--- config.mk ---
export PLATFORM = sky130hd
export DESIGN_NAME = activation_lut_scheduler
export DESIGN_NICKNAME = d
export VERILOG_FILES = /design/src/rtl/activation_pkg.sv /design/src/rtl/activation_rd_pipe.sv /design/src/rtl/activation_lut_scheduler.sv
export SDC_FILE = /design/constraint.sdc
export NUM_CORES = 1
export LEC_CHECK = 0
export CORE_UTILIZATION = 37
export DETAILED_ROUTE_END_ITERATION = 7
export DONT_BUFFER_PORTS = 1
export SYNTH_ARGS = -nofsm -noshare
export SYNTH_HDL_FRONTEND = slang
export SYNTH_HIERARCHICAL = 1
export SYNTH_SLANG_ARGS = --single-unit
--- constraint.sdc ---
create_clock -name clk -period 2.78 [get_ports clk]
set_input_delay 0.556 -clock clk [delete_from_list [all_inputs] [get_ports clk]]
set_output_delay 0.556 -clock clk [all_outputs]
set_load 0.05 [all_outputs]
--- src/rtl/activation_pkg.sv ---
// ============================================================================
// Module      : activation_pkg
// Description : Shared types and helpers for the activation LUT scheduler:
//               pass state encoding, clog2 helper and read-latency bounds.
// Revision    : 1.0 - initial release
// ============================================================================
`default_nettype none

package activation_pkg;

  // Pass sequencing states
  typedef enum logic [1:0] {
    ST_IDLE  = 2'd0,
    ST_ISSUE = 2'd1,
    ST_DRAIN = 2'd2,
    ST_DONE  = 2'd3
  } state_t;

  // Supported BRAM read latency range
  localparam int c_READ_LATENCY_MIN = 1;
  localparam int c_READ_LATENCY_MAX = 4;

  // Ceiling log2 with a fixed loop bound so it stays elaboration friendly
  function automatic int clog2(input int value);
    int result;
    result = 0;
    for (int i = 0; i < 31; i++) begin
      if ((1 << i) < value) begin
        result = i + 1;
      end
    end
    return result;
  endfunction

endpackage

`default_nettype wire

--- src/rtl/activation_rd_pipe.sv ---
// ============================================================================
// Module      : activation_rd_pipe
// Description : READ_LATENCY-deep shift register carrying {valid, index} so
//               each returned BRAM word can be steered to its neuron slot.
// Revision    : 1.0 - initial release
// ============================================================================
`default_nettype none

module activation_rd_pipe #(
  parameter int READ_LATENCY = 1,
  parameter int IDX_W        = 4
) (
  input  logic             clk,
  input  logic             rst,
  input  logic             issue_valid,
  input  logic [IDX_W-1:0] issue_idx,
  output logic             capture_valid,
  output logic [IDX_W-1:0] capture_idx
);

  logic [READ_LATENCY-1:0]            r_valid;
  logic [READ_LATENCY-1:0][IDX_W-1:0] r_idx;

  // Shift the read tag along with the BRAM latency; reset flushes all tags
  always_ff @(posedge clk or negedge rst) begin
    if (!rst) begin
      r_valid <= '0;
      r_idx   <= '0;
    end else begin
      r_valid[0] <= issue_valid;
      r_idx[0]   <= issue_idx;
      for (int s = 1; s < READ_LATENCY; s++) begin
        r_valid[s] <= r_valid[s-1];
        r_idx[s]   <= r_idx[s-1];
      end
    end
  end

  assign capture_valid = r_valid[READ_LATENCY-1];
  assign capture_idx   = r_idx[READ_LATENCY-1];

endmodule

`default_nettype wire

--- src/rtl/activation_lut_scheduler.sv ---
// ============================================================================
// Module      : activation_lut_scheduler
// Description : Sequences one activation pass through the shared LUT BRAM
//               (one read per cycle, results packed per neuron) and
//               arbitrates host configuration writes while idle.
// Revision    : 1.0 - initial release
// ============================================================================
`default_nettype none

module activation_lut_scheduler
  import activation_pkg::*;
#(
  parameter int NUM_NEURON    = 6,
  parameter int LUT_ADDR_SIZE = 10,
  parameter int LUT_WIDTH     = 9,
  parameter int READ_LATENCY  = 1
) (
  input  logic                               clk,
  input  logic                               rst,
  input  logic                               start,
  input  logic [NUM_NEURON*LUT_ADDR_SIZE-1:0] inputs,
  output logic                               busy,
  output logic                               done,
  output logic [NUM_NEURON*LUT_WIDTH-1:0]    outputs,
  output logic                               lut_rd_en,
  output logic [LUT_ADDR_SIZE-1:0]           lut_rd_addr,
  input  logic [LUT_WIDTH-1:0]               lut_rd_data,
  input  logic                               cfg_wr_valid,
  output logic                               cfg_wr_ready,
  input  logic [LUT_ADDR_SIZE-1:0]           cfg_wr_addr,
  input  logic [LUT_WIDTH-1:0]               cfg_wr_data,
  output logic                               lut_wr_en,
  output logic [LUT_ADDR_SIZE-1:0]           lut_wr_addr,
  output logic [LUT_WIDTH-1:0]               lut_wr_data
);

  localparam int                 c_IDX_W    = clog2(NUM_NEURON) + 1;
  localparam logic [c_IDX_W-1:0] c_LAST_IDX = c_IDX_W'(NUM_NEURON - 1);

  state_t                              r_state;
  state_t                              w_state_next;
  logic [c_IDX_W-1:0]                  r_index;
  logic [NUM_NEURON*LUT_ADDR_SIZE-1:0] r_snapshot;
  logic [NUM_NEURON*LUT_WIDTH-1:0]     r_outputs;
  logic                                r_wr_en;
  logic [LUT_ADDR_SIZE-1:0]            r_wr_addr;
  logic [LUT_WIDTH-1:0]                r_wr_data;
  logic                                w_cap_valid;
  logic [c_IDX_W-1:0]                  w_cap_idx;
  logic                                w_accept_start;
  logic                                w_accept_wr;

  assign w_accept_start = (r_state == ST_IDLE) && start;
  assign w_accept_wr    = cfg_wr_valid && cfg_wr_ready;

  // State register
  always_ff @(posedge clk or negedge rst) begin
    if (!rst) begin
      r_state <= ST_IDLE;
    end else begin
      r_state <= w_state_next;
    end
  end

  // Next-state: issue all reads, then wait for the last tag to come back
  always_comb begin
    w_state_next = r_state;
    case (r_state)
      ST_IDLE:  if (start) w_state_next = ST_ISSUE;
      ST_ISSUE: if (r_index == c_LAST_IDX) w_state_next = ST_DRAIN;
      ST_DRAIN: if (w_cap_valid && (w_cap_idx == c_LAST_IDX)) w_state_next = ST_DONE;
      ST_DONE:  w_state_next = ST_IDLE;
      default:  w_state_next = ST_IDLE;
    endcase
  end

  // Outputs decoded from state; start wins over a same-cycle host write
  always_comb begin
    busy         = (r_state != ST_IDLE);
    done         = (r_state == ST_DONE);
    lut_rd_en    = (r_state == ST_ISSUE);
    cfg_wr_ready = (r_state == ST_IDLE) && !start;
    lut_rd_addr  = r_snapshot[int'(r_index)*LUT_ADDR_SIZE +: LUT_ADDR_SIZE];
  end

  // Snapshot addresses on accepted start and walk the read index (no wrap)
  always_ff @(posedge clk or negedge rst) begin
    if (!rst) begin
      r_snapshot <= '0;
      r_index    <= '0;
    end else if (w_accept_start) begin
      r_snapshot <= inputs;
      r_index    <= '0;
    end else if ((r_state == ST_ISSUE) && (r_index != c_LAST_IDX)) begin
      r_index <= r_index + 1'b1;
    end
  end

  activation_rd_pipe #(
    .READ_LATENCY (READ_LATENCY),
    .IDX_W        (c_IDX_W)
  ) u_rd_pipe (
    .clk           (clk),
    .rst           (rst),
    .issue_valid   (lut_rd_en),
    .issue_idx     (r_index),
    .capture_valid (w_cap_valid),
    .capture_idx   (w_cap_idx)
  );

  // Land each returned word in its neuron slot; other slots keep old data
  always_ff @(posedge clk or negedge rst) begin
    if (!rst) begin
      r_outputs <= '0;
    end else if (w_cap_valid) begin
      r_outputs[int'(w_cap_idx)*LUT_WIDTH +: LUT_WIDTH] <= lut_rd_data;
    end
  end

  assign outputs = r_outputs;

  // One registered stage between host handshake and the BRAM write port
  always_ff @(posedge clk or negedge rst) begin
    if (!rst) begin
      r_wr_en   <= 1'b0;
      r_wr_addr <= '0;
      r_wr_data <= '0;
    end else begin
      r_wr_en <= w_accept_wr;
      if (w_accept_wr) begin
        r_wr_addr <= cfg_wr_addr;
        r_wr_data <= cfg_wr_data;
      end
    end
  end

  assign lut_wr_en   = r_wr_en;
  assign lut_wr_addr = r_wr_addr;
  assign lut_wr_data = r_wr_data;

endmodule

`default_nettype wire

==> flow_summary.json <==
{
  "status": "complete, but fails checks",
  "violations": "hold timing",
  "layout_common_cells": "145 x dfrtp_1, 117 x mux2_2, 26 x inv_1",
  "htreeDepth": 4,
  "crit_start": "r_index[1]",
  "syn_to_final_growth_pct": 16.1,
  "drt_iter0_markers": 126,
  "fin_setup_tns_ps": 0,
  "vias_per_cell": 5.18,
  "design.die.area_sq_um": 17700,
  "cts_sinks": 145,
  "initial_utilization": 0.381,
  "clk_pin_slew_ps": 60,
  "routed-via-count": 3627,
  "clock_skew_ps": 9.49,
  "clock_latency_ps": 420,
  "nets": 569,
  "synth_area_sq_um": 6350,
  "rsz0062_at_grt": "no",
  "grt_pass1_wl_um": 21800,
  "die_h_um": 133,
  "grt_pass1_vias": 3925,
  "synth_warnings": 6,
  "cts_buffer_depth": 2,
  "synthCells": 448,
  "cts-root-buf": "clkbuf_16",
  "syn_nets": 551,
  "yosysSeqAreaShare": 0.572,
  "syn_area_per_cell_sq_um": 14.2,
  "setup_viol": 0,
  "crit_type": "reg2out",
  "drt-pass1-iter-count": 4,
  "yosys_register_bits": 145,
  "max_freq_ghz": 0.376,
  "die_x_um": 133,
  "drt-total-wl_um": 13700,
  "arrival_ps": 2100,
  "gp_congestion": 0.780,
  "final_common_cell": "dfrtp_1",
  "slew_headroom": 0.287,
  "rr_startpoint": "u_rd_pipe/capture_idx[1]",
  "hold_slack_ps": -167,
  "grt.total_usage": 0.163,
  "drv_cap": 0,
  "critPathLaunchType": "flop",
  "drive_gt1_frac": 0.402,
  "ant_nets": 0,
  "finalCritPeriodShare": 0.956,
  "rows": 47,
  "slew_violations": 0,
  "core_region_area_sq_um": 16600,
  "routedWlPerCell_um": 19.6,
  "hpwl_um": 9790,
  "pin_count": 180,
  "hold_viol": 145,
  "gr-total-overflow": 0,
  "io_buffers": 0,
  "r2r_cells": 5,
  "grt_max_degree": 146,
  "drc_errors": 0,
  "crit_required_ps": 2220,
  "synthDistinctLibCells": 36,
  "cts_buffers": 17,
  "worst_slew_pin_slew_ps": 1060,
  "worstPathMaxFanout": 16,
  "fin_crit_ps": 2660,
  "antenna_found_initial": 2,
  "end_kind": "primary output",
  "cts_tree": "done",
  "hold_class": "in2async"
}
[area by class of cell]
class	instances	area, sq um
Antenna cell	2	5.00
Clock buffer	18	429
Clock inverter	13	234
Fill cell	1496	9270
Inverter	26	97.6
Multi-Input combinational cell	256	2530
Sequential cell	145	3630
Tap cell	220	275
Timing Repair Buffer	20	166
[state kept, by name, indices dropped and copies added, names as in the netlist]
signal and cells:
r_snapshot 60, outputs 54, lut_wr_addr 10, lut_wr_data 9, r_index 4, u_rd_pipe/capture_idx 4
r_state 2, lut_wr_en 1, u_rd_pipe/capture_valid 1
[per-stage QoR]
step / util / cells / setup slack, ps / area (sq um)
finish: 0.443 / 700 / 123 / 7370
global placement: 0.402 / 667 / 475 / 6700
CTS: 0.442 / 698 / 86.9 / 7360
floorplan: - / 448 / 309 / 6350
global route: 0.443 / 699 / 18.8 / 7370
detailed placement: 0.402 / 667 / 416 / 6700
[per-layer routing]
layer / up-vias / wire length (um) / track usage
met5: - / 0 / 0
met4: 0 / 174 / 0.0562
met3: 18 / 1500 / 0.0793
met2: 148 / 6680 / 0.263
met1: 1850 / 5350 / 0.189
li1: 1611 / - / -
[worst max-delay path, stage by stage, from the launching register on]
cell	delay (ps)
dfrtp_1	760
mux4_2	420
a22oi_1	220
nor2_1	80
buf_4	210
[repair_timing]
| item | 4_1_cts | 5_1_grt |
|---|---|---|
| pin swaps | 0 | 0 |
| buffers inserted | 0 | 0 |
| hold endpoints to repair | 145 | 145 |
| resized for setup | 1 | 1 |
| cloned | 0 | 0 |
| setup endpoints to repair | 3 | 1 |
[final timing paths]
check	end	slack, ps
setup / recovery	lut_rd_addr[9]	120
hold / removal	outputs[28]	-170
setup reg to reg	outputs[38]	440
hold reg to reg	u_rd_pipe/capture_idx[2]	450
max in group asynchronous	lut_wr_addr[8]	2740
min in group clk	outputs[26]	270
[Yosys cell counts (all sizes together)]
| cell type | instances | area, sq um |
|---|---|---|
| o32a | 1 | 10.0 |
| xor2 | 5 | 43.8 |
| nand3b | 1 | 7.51 |
| nor3 | 3 | 25.0 |
| mux2i | 18 | 180 |
| nand4bb | 1 | 11.3 |
| and3 | 6 | 37.5 |
| a221oi | 1 | 8.76 |
| and2 | 5 | 31.3 |
| clkbuf | 9 | 33.8 |
| or4 | 1 | 7.51 |
| nand2 | 23 | 86.3 |
| mux4 | 10 | 225 |
| nor2b | 1 | 6.26 |
| buf | 12 | 66.3 |
| a22oi | 10 | 75.1 |
| o41ai | 1 | 8.76 |
| nor3b | 3 | 27.5 |
| a311oi | 1 | 8.76 |
| nand3 | 2 | 10.0 |
| dfrtp | 145 | 3630 |
| o21a | 1 | 7.51 |
| nand4b | 1 | 8.76 |
| a21oi | 1 | 5.00 |
| a31oi | 2 | 12.5 |
| nand4 | 2 | 12.5 |
| mux2 | 126 | 1450 |
| inv | 26 | 97.6 |
| o21ai | 1 | 5.00 |
| ha | 11 | 138 |
| nand2b | 1 | 6.26 |
| nor2 | 17 | 63.8 |
[cells by family (layout without fill, tap and decap cells)]
group,after synthesis,after routing,synth area share
adder cells (fa/ha/maj),11,11,0.0217
flip-flops,145,145,0.572
AND/OR/NAND/NOR,67,67,0.0538
AO/OA/AOI/OAI,19,19,0.0223
XOR/XNOR,5,5,0.00690
buffers and inverters,47,77,0.0311
multiplexers,154,154,0.293
other,0,2,0
Power is left out: the tool's default activity adds up to more than one toggle a clock period on the data nets, which glitch-free logic cannot reach.
